## src/rtl/control_unit.sv

```systemverilog
// Multi-cycle Moore controller for the mini CPU: fetch F0-F2, execute T3-T7, HALT.
// Define CU_MULDIV_EN to build the mul/div sequences; otherwise mul/div run as nop.
module control_unit (
  input  logic        clock,
  input  logic        clear,
  input  logic [31:0] ir,
  input  logic        con,
  input  logic        stop,
  output logic        run,
  output logic        IRin,
  output logic        Gra, Grb, Grc, Rin, Rout, BAout, Cout,
  output logic        PCout, MDRout, Zhighout, Zlowout, HIout, LOout, InPortout,
  output logic        PCin, MARin, MDRin, Yin, Zhighin, Zlowin, HIin, LOin, OutPortin, IncPC,
  output logic        Read, Write
);
  localparam logic [4:0] OP_LD   = 5'b00000, OP_LDI  = 5'b00001, OP_ST   = 5'b00010,
                         OP_ADD  = 5'b00011, OP_SUB  = 5'b00100, OP_AND  = 5'b00101,
                         OP_OR   = 5'b00110, OP_ROR  = 5'b00111, OP_ROL  = 5'b01000,
                         OP_SHR  = 5'b01001, OP_SHRA = 5'b01010, OP_SHL  = 5'b01011,
                         OP_ADDI = 5'b01100, OP_ANDI = 5'b01101, OP_ORI  = 5'b01110,
                         OP_MUL  = 5'b01111, OP_DIV  = 5'b10000, OP_NEG  = 5'b10001,
                         OP_NOT  = 5'b10010, OP_BR   = 5'b10011, OP_JR   = 5'b10100,
                         OP_JAL  = 5'b10101, OP_IN   = 5'b10110, OP_OUT  = 5'b10111,
                         OP_MFHI = 5'b11000, OP_MFLO = 5'b11001, OP_HALT = 5'b11011;

  typedef enum logic [3:0] {S_RST, S_F0, S_F1, S_F2, S_T3, S_T4, S_T5, S_T6, S_T7, S_HALT} state_t;

  state_t     state, state_nxt;
  logic [4:0] opc;
  logic [2:0] step, len;
  logic       zin;
  logic       unused_ir;

  assign unused_ir = ^ir[26:0];

  always_ff @(posedge clock or posedge clear) begin
    if (clear) begin
      state <= S_RST;
      opc   <= 5'd0;
    end else begin
      state <= state_nxt;
      if (state == S_F2) opc <= ir[31:27];
    end
  end

  // Execute length per opcode; anything unlisted (nop, jr, in, out, mf*, halt, undefined) is one step.
  always_comb begin
    len = 3'd1;
    case (opc)
      OP_NEG, OP_NOT, OP_JAL: len = 3'd2;
      OP_ADD, OP_SUB, OP_AND, OP_OR, OP_ROR, OP_ROL, OP_SHR, OP_SHRA, OP_SHL,
      OP_ADDI, OP_ANDI, OP_ORI, OP_LDI: len = 3'd3;
`ifdef CU_MULDIV_EN
      OP_MUL, OP_DIV: len = 3'd4;
`endif
      OP_ST, OP_BR: len = 3'd4;
      OP_LD: len = 3'd5;
      default: len = 3'd1;
    endcase
  end

  always_comb begin
    case (state)
      S_T3:    step = 3'd1;
      S_T4:    step = 3'd2;
      S_T5:    step = 3'd3;
      S_T6:    step = 3'd4;
      S_T7:    step = 3'd5;
      default: step = 3'd0;
    endcase
  end

  always_comb begin
    state_nxt = state;
    case (state)
      S_RST: state_nxt = S_F0;
      S_F0:  state_nxt = S_F1;
      S_F1:  state_nxt = S_F2;
      S_F2:  state_nxt = S_T3;
      S_T3, S_T4, S_T5, S_T6, S_T7:
        if (step == len) state_nxt = (opc == OP_HALT || stop) ? S_HALT : S_F0;
        else             state_nxt = state_t'(state + 4'd1);
      S_HALT:  state_nxt = S_HALT;
      default: state_nxt = S_RST;
    endcase
  end

  assign run     = (state != S_RST) && (state != S_HALT);
  assign Zhighin = zin;
  assign Zlowin  = zin;

  always_comb begin
    IRin = 1'b0; Gra = 1'b0; Grb = 1'b0; Grc = 1'b0; Rin = 1'b0; Rout = 1'b0;
    BAout = 1'b0; Cout = 1'b0; PCout = 1'b0; MDRout = 1'b0; Zhighout = 1'b0;
    Zlowout = 1'b0; HIout = 1'b0; LOout = 1'b0; InPortout = 1'b0; PCin = 1'b0;
    MARin = 1'b0; MDRin = 1'b0; Yin = 1'b0; HIin = 1'b0; LOin = 1'b0;
    OutPortin = 1'b0; IncPC = 1'b0; Read = 1'b0; Write = 1'b0; zin = 1'b0;
    case (state)
      S_F0: begin PCout = 1'b1; MARin = 1'b1; IncPC = 1'b1; zin = 1'b1; end
      S_F1: begin Zlowout = 1'b1; PCin = 1'b1; Read = 1'b1; MDRin = 1'b1; end
      S_F2: begin MDRout = 1'b1; IRin = 1'b1; end
      S_T3: case (opc)
        OP_ADD, OP_SUB, OP_AND, OP_OR, OP_ROR, OP_ROL, OP_SHR, OP_SHRA, OP_SHL:
          begin Grb = 1'b1; Rout = 1'b1; Yin = 1'b1; end
        OP_NEG, OP_NOT: begin Grb = 1'b1; Rout = 1'b1; zin = 1'b1; end
        OP_ADDI, OP_ANDI, OP_ORI, OP_LDI, OP_LD, OP_ST:
          begin Grb = 1'b1; BAout = 1'b1; Yin = 1'b1; end
`ifdef CU_MULDIV_EN
        OP_MUL, OP_DIV: begin Gra = 1'b1; Rout = 1'b1; Yin = 1'b1; end
`endif
        OP_BR:   begin Gra = 1'b1; Rout = 1'b1; end
        OP_JR:   begin Gra = 1'b1; Rout = 1'b1; PCin = 1'b1; end
        OP_JAL:  begin PCout = 1'b1; Grb = 1'b1; Rin = 1'b1; end
        OP_IN:   begin InPortout = 1'b1; Gra = 1'b1; Rin = 1'b1; end
        OP_OUT:  begin Gra = 1'b1; Rout = 1'b1; OutPortin = 1'b1; end
        OP_MFHI: begin HIout = 1'b1; Gra = 1'b1; Rin = 1'b1; end
        OP_MFLO: begin LOout = 1'b1; Gra = 1'b1; Rin = 1'b1; end
        default: ;
      endcase
      S_T4: case (opc)
        OP_ADD, OP_SUB, OP_AND, OP_OR, OP_ROR, OP_ROL, OP_SHR, OP_SHRA, OP_SHL:
          begin Grc = 1'b1; Rout = 1'b1; zin = 1'b1; end
        OP_NEG, OP_NOT: begin Zlowout = 1'b1; Gra = 1'b1; Rin = 1'b1; end
        OP_ADDI, OP_ANDI, OP_ORI, OP_LDI, OP_LD, OP_ST: begin Cout = 1'b1; zin = 1'b1; end
`ifdef CU_MULDIV_EN
        OP_MUL, OP_DIV: begin Grb = 1'b1; Rout = 1'b1; zin = 1'b1; end
`endif
        OP_BR:  begin PCout = 1'b1; Yin = 1'b1; end
        OP_JAL: begin Gra = 1'b1; Rout = 1'b1; PCin = 1'b1; end
        default: ;
      endcase
      S_T5: case (opc)
        OP_ADD, OP_SUB, OP_AND, OP_OR, OP_ROR, OP_ROL, OP_SHR, OP_SHRA, OP_SHL,
        OP_ADDI, OP_ANDI, OP_ORI, OP_LDI: begin Zlowout = 1'b1; Gra = 1'b1; Rin = 1'b1; end
        OP_LD, OP_ST: begin Zlowout = 1'b1; MARin = 1'b1; end
`ifdef CU_MULDIV_EN
        OP_MUL, OP_DIV: begin Zlowout = 1'b1; LOin = 1'b1; end
`endif
        OP_BR: begin Cout = 1'b1; zin = 1'b1; end
        default: ;
      endcase
      S_T6: case (opc)
        OP_LD: begin Read = 1'b1; MDRin = 1'b1; end
        OP_ST: begin Gra = 1'b1; Rout = 1'b1; Write = 1'b1; end
`ifdef CU_MULDIV_EN
        OP_MUL, OP_DIV: begin Zhighout = 1'b1; HIin = 1'b1; end
`endif
        // Branch target is already in Z; only the PC load depends on the live condition.
        OP_BR: begin Zlowout = 1'b1; PCin = con; end
        default: ;
      endcase
      S_T7: if (opc == OP_LD) begin MDRout = 1'b1; Gra = 1'b1; Rin = 1'b1; end
      default: ;
    endcase
  end
endmodule

```

## config.mk

```make
export PLATFORM = sky130hd
export DESIGN_NAME = control_unit
export DESIGN_NICKNAME = d
export VERILOG_FILES = /design/src/rtl/control_unit.sv
export SDC_FILE = /design/constraint.sdc
export NUM_CORES = 1
export LEC_CHECK = 0
export ABC_AREA = 1
export CAP_MARGIN = 10
export CORE_MARGIN = 2
export CORE_UTILIZATION = 38
export CTS_CLUSTER_DIAMETER = 150
export CTS_CLUSTER_SIZE = 25
export DETAILED_ROUTE_END_ITERATION = 8
export PLACE_DENSITY = 0.78
export SLEW_MARGIN = 20
export SYNTH_ARGS = -nofsm -noshare
export SYNTH_HDL_FRONTEND = slang
export SYNTH_SLANG_ARGS = --single-unit
```

## constraint.sdc

```tcl
create_clock -name clock -period 1.9 [get_ports clock]
set_input_delay 0.38 -clock clock [delete_from_list [all_inputs] [get_ports clock]]
set_output_delay 0.38 -clock clock [all_outputs]
set_load 0.005 [all_outputs]
```

==> results.yml <==
grt:
  grt_use_met2: 0.572
  overflow: 0
  grt_use_total: 0.309
  grt_pass1_wl_mm: 10.2
  busiest_layer: "met2"
  met3_usage: 0.0226
  grt_max_degree: 12
  grt_pass1_vias: 2215
  grtUsageMet1: 0.344
  antenna_found_initial: 0
power:
  switchingPower_uw: 67.5
  pwr-share-seq: 0.541
  p_leak_nw: 1.50
  clock_power_share: 0.396
  p_int_uw: 287
  vdd_drop_max_mv: 0.289
  finalPower_uw: 354
  pwr-share-comb: 0.063
  netSwitchingFraction: 0.191
  power_density_nw_per_um2: 125
drt:
  avgViaCountPerCell: 5.86
  wl_mm: 7.91
  drt-pass1-iter-count: 5
  drc: 0
  num_vias: 2314
  drt_iter0_markers: 266
  wl_per_cell_um: 20.0
  antenna_left: 0
layout:
  area_growth_pct: 103
  nets: 394
  multi_input_area_um2: 1340
  final_cell_mix: "buf_4 (63), nand2_1 (37), nand3_1 (26), buf_6 (26)"
  regArea_um2: 233
  n_antenna_cell: 0
  final_area_um2: 2830
  final_layout_size_suffix_gt1_frac: 0.639
  final_common_cell: "buf_4"
  n_fill_cell: 199
cts:
  cts_tree: "built"
  cts_buffer_depth: 2
  clkSlewWorstSetupHoldPaths_ns: 0.06
  cts_hold_buf: 0
  root_buffer: "clkbuf_4"
  h-tree-depth: 1
  clk_latency_ns: 0.25
  cts_buffers: 3
  clock_sinks: 9
floorplanning:
  dieWidth_um: 64.5
  rows: 21
  io-pin-count: 64
  fp.coreArea_um2: 3420
  fp.dieH_um: 64.5
  start_util: 0.408
  die-area_um2: 4160
job:
  max_cap_violations: 0
worst_setup_path:
  worstPathMaxFanout: 3
  reg2reg_depth: 12
  r2r_setup_slack_ns: -0.05
  critical_path_required_ns: 1.52
  critPathMaxStageDelay_ns: 0.47
  reg2reg_from: "state[3]"
  cp_slowest_cell: "dfrtp_2"
  path_depth: 12
  crit_path_start_kind: "flip-flop"
  crit_type: "reg -> out"
  cp_common_cell: "inv_4"
  crit_chain: "inv_4 > ha_4 > inv_4 > nor2_4 > inv_2 > nor2_1 > nor2_2 > inv_1 > o21ai_2 > buf_4 > nand4_1 > buf_2"
  worst-path-buf-inv: 6
  crit_path_end_kind: "output pin"
  cp.arrival_ns: 2.10
  crit_start: "opc[0]"
  crit_family: "buffers and inverters"
  critical_path.reg2reg.endpoint: "state[1]"
  endpoint: "Gra"
synthesis:
  yosys_warnings: 0
  netlist_area_um2: 1390
  syn_avg_cell_area_um2: 6.00
  yosysSeqAreaShare: 0.162
  ys_seq_elements: 9
  synth_cell_types: 29
  synthCells: 232
sta:
  setup_slack_ns: -0.579
  fin_crit_sh: 1.30
  period_needed_ns: 2.48
  fmax_mhz: 403
  rsz0062_at_grt: "yes"
  slew_violations: 0
  skew_ns: 0.00291
  finalHoldViolCount: 0
  hold_ws_ns: 0.392
  setup_viol: 25
run_status:
  status: "complete, but fails checks"
  violations: "negative setup slack"
place:
  post-dp-hpwl_mm: 3.59
  placed_cell_area_um2: 2170
  place_congestion: 0.900
  portBuffers: 33
worst_hold_path:
  hold_class: "in -> async"
## flip-flops by register name, indices dropped and copies added (netlist names)
register  flops
opc           5
state         4
## per-layer routing
layer  vias to the layer above  share of wire
li1                        972              -
met1                      1067           0.35
met2                       204           0.47
met3                        71          0.099
met4                         0          0.083
met5                         -              0
## metrics by stage
stage          setup TNS (ns)  instances   util  worst slack [ns]
2_1_floorplan               0        234      -            0.0203
3_3_place_gp            -6.51        362  0.636            -0.384
3_5_place_dp            -7.48        362  0.636            -0.446
4_1_cts                 -5.99        390  0.762            -0.407
5_1_grt                 -9.62        395  0.829            -0.645
6_report                -7.78        395  0.829            -0.579
## worst reg2reg max path, delay by kind of cell (launching register included)
| family | cells | cell delay (ns) |
|---|---|---|
| flip-flops | 1 | 0.49 |
| buffers and inverters | 5 | 0.61 |
| AND/OR/NAND/NOR | 7 | 0.72 |
## cell usage after synthesis, drive strengths merged
cell type | count | area share
nand3b | 1 | 0.0054
xor2 | 2 | 0.013
ha | 8 | 0.072
o211ai | 1 | 0.0054
a31oi | 1 | 0.0045
nand2 | 63 | 0.19
a21oi | 3 | 0.011
dfrtp | 9 | 0.16
nor2 | 32 | 0.11
nor3b | 1 | 0.0054
conb | 1 | 0.0027
nand3 | 40 | 0.17
o21ai | 13 | 0.049
nand4 | 4 | 0.018
nor3 | 3 | 0.011
inv | 37 | 0.10
buf | 11 | 0.059
nor4 | 2 | 0.0090
## cell type report
cell class              instances  share of cell area
inverters                      37              0.0552
flip-flops and latches          9              0.0822
repair buffers                122               0.359
clock buffers                   4             0.00928
well taps                      46              0.0203
multi-input cells             177               0.474
## worst min path at each step
stage                      from  endpoint  depth (start not counted)
after floorplan           clear    opc[0]                          1
after global placement    clear    opc[4]                          2
after detailed placement  clear    opc[4]                          2
after CTS                 clear    opc[3]                          2
after global routing      clear    opc[3]                          2
final                     clear    opc[2]                          2
## cell families (layout without fill, tap and decap cells)
group / Yosys count / count (layout) / synth area share
other: 1 / 3 / 0.00269
flip-flops: 9 / 9 / 0.162
adder cells (fa/ha/maj): 8 / 8 / 0.0719
buffers and inverters: 48 / 163 / 0.159
XOR/XNOR: 2 / 2 / 0.0126
AND/OR/NAND/NOR: 146 / 146 / 0.522
AO/OA/AOI/OAI: 18 / 18 / 0.0701
## what timing repair did
| item | in CTS | in global routing |
|---|---|---|
| setup endpoints to repair | 25 | 29 |
| resized for setup | 161 | 69 |
| gates cloned | 0 | 0 |
| pin swaps | 21 | 28 |
| setup buffers | 25 | 8 |
## power by group through the flow
stage	combinational, mW	clock (mW)	sequential, mW
after floorplan	0.00930	0	0.195
after global placement	0.0222	0	0.195
after detailed placement	0.0226	0	0.195
after CTS	0.0226	0.148	0.192
after global routing	0.0246	0.166	0.191
final	0.0224	0.140	0.192
(Power assumes the default switching activity.)
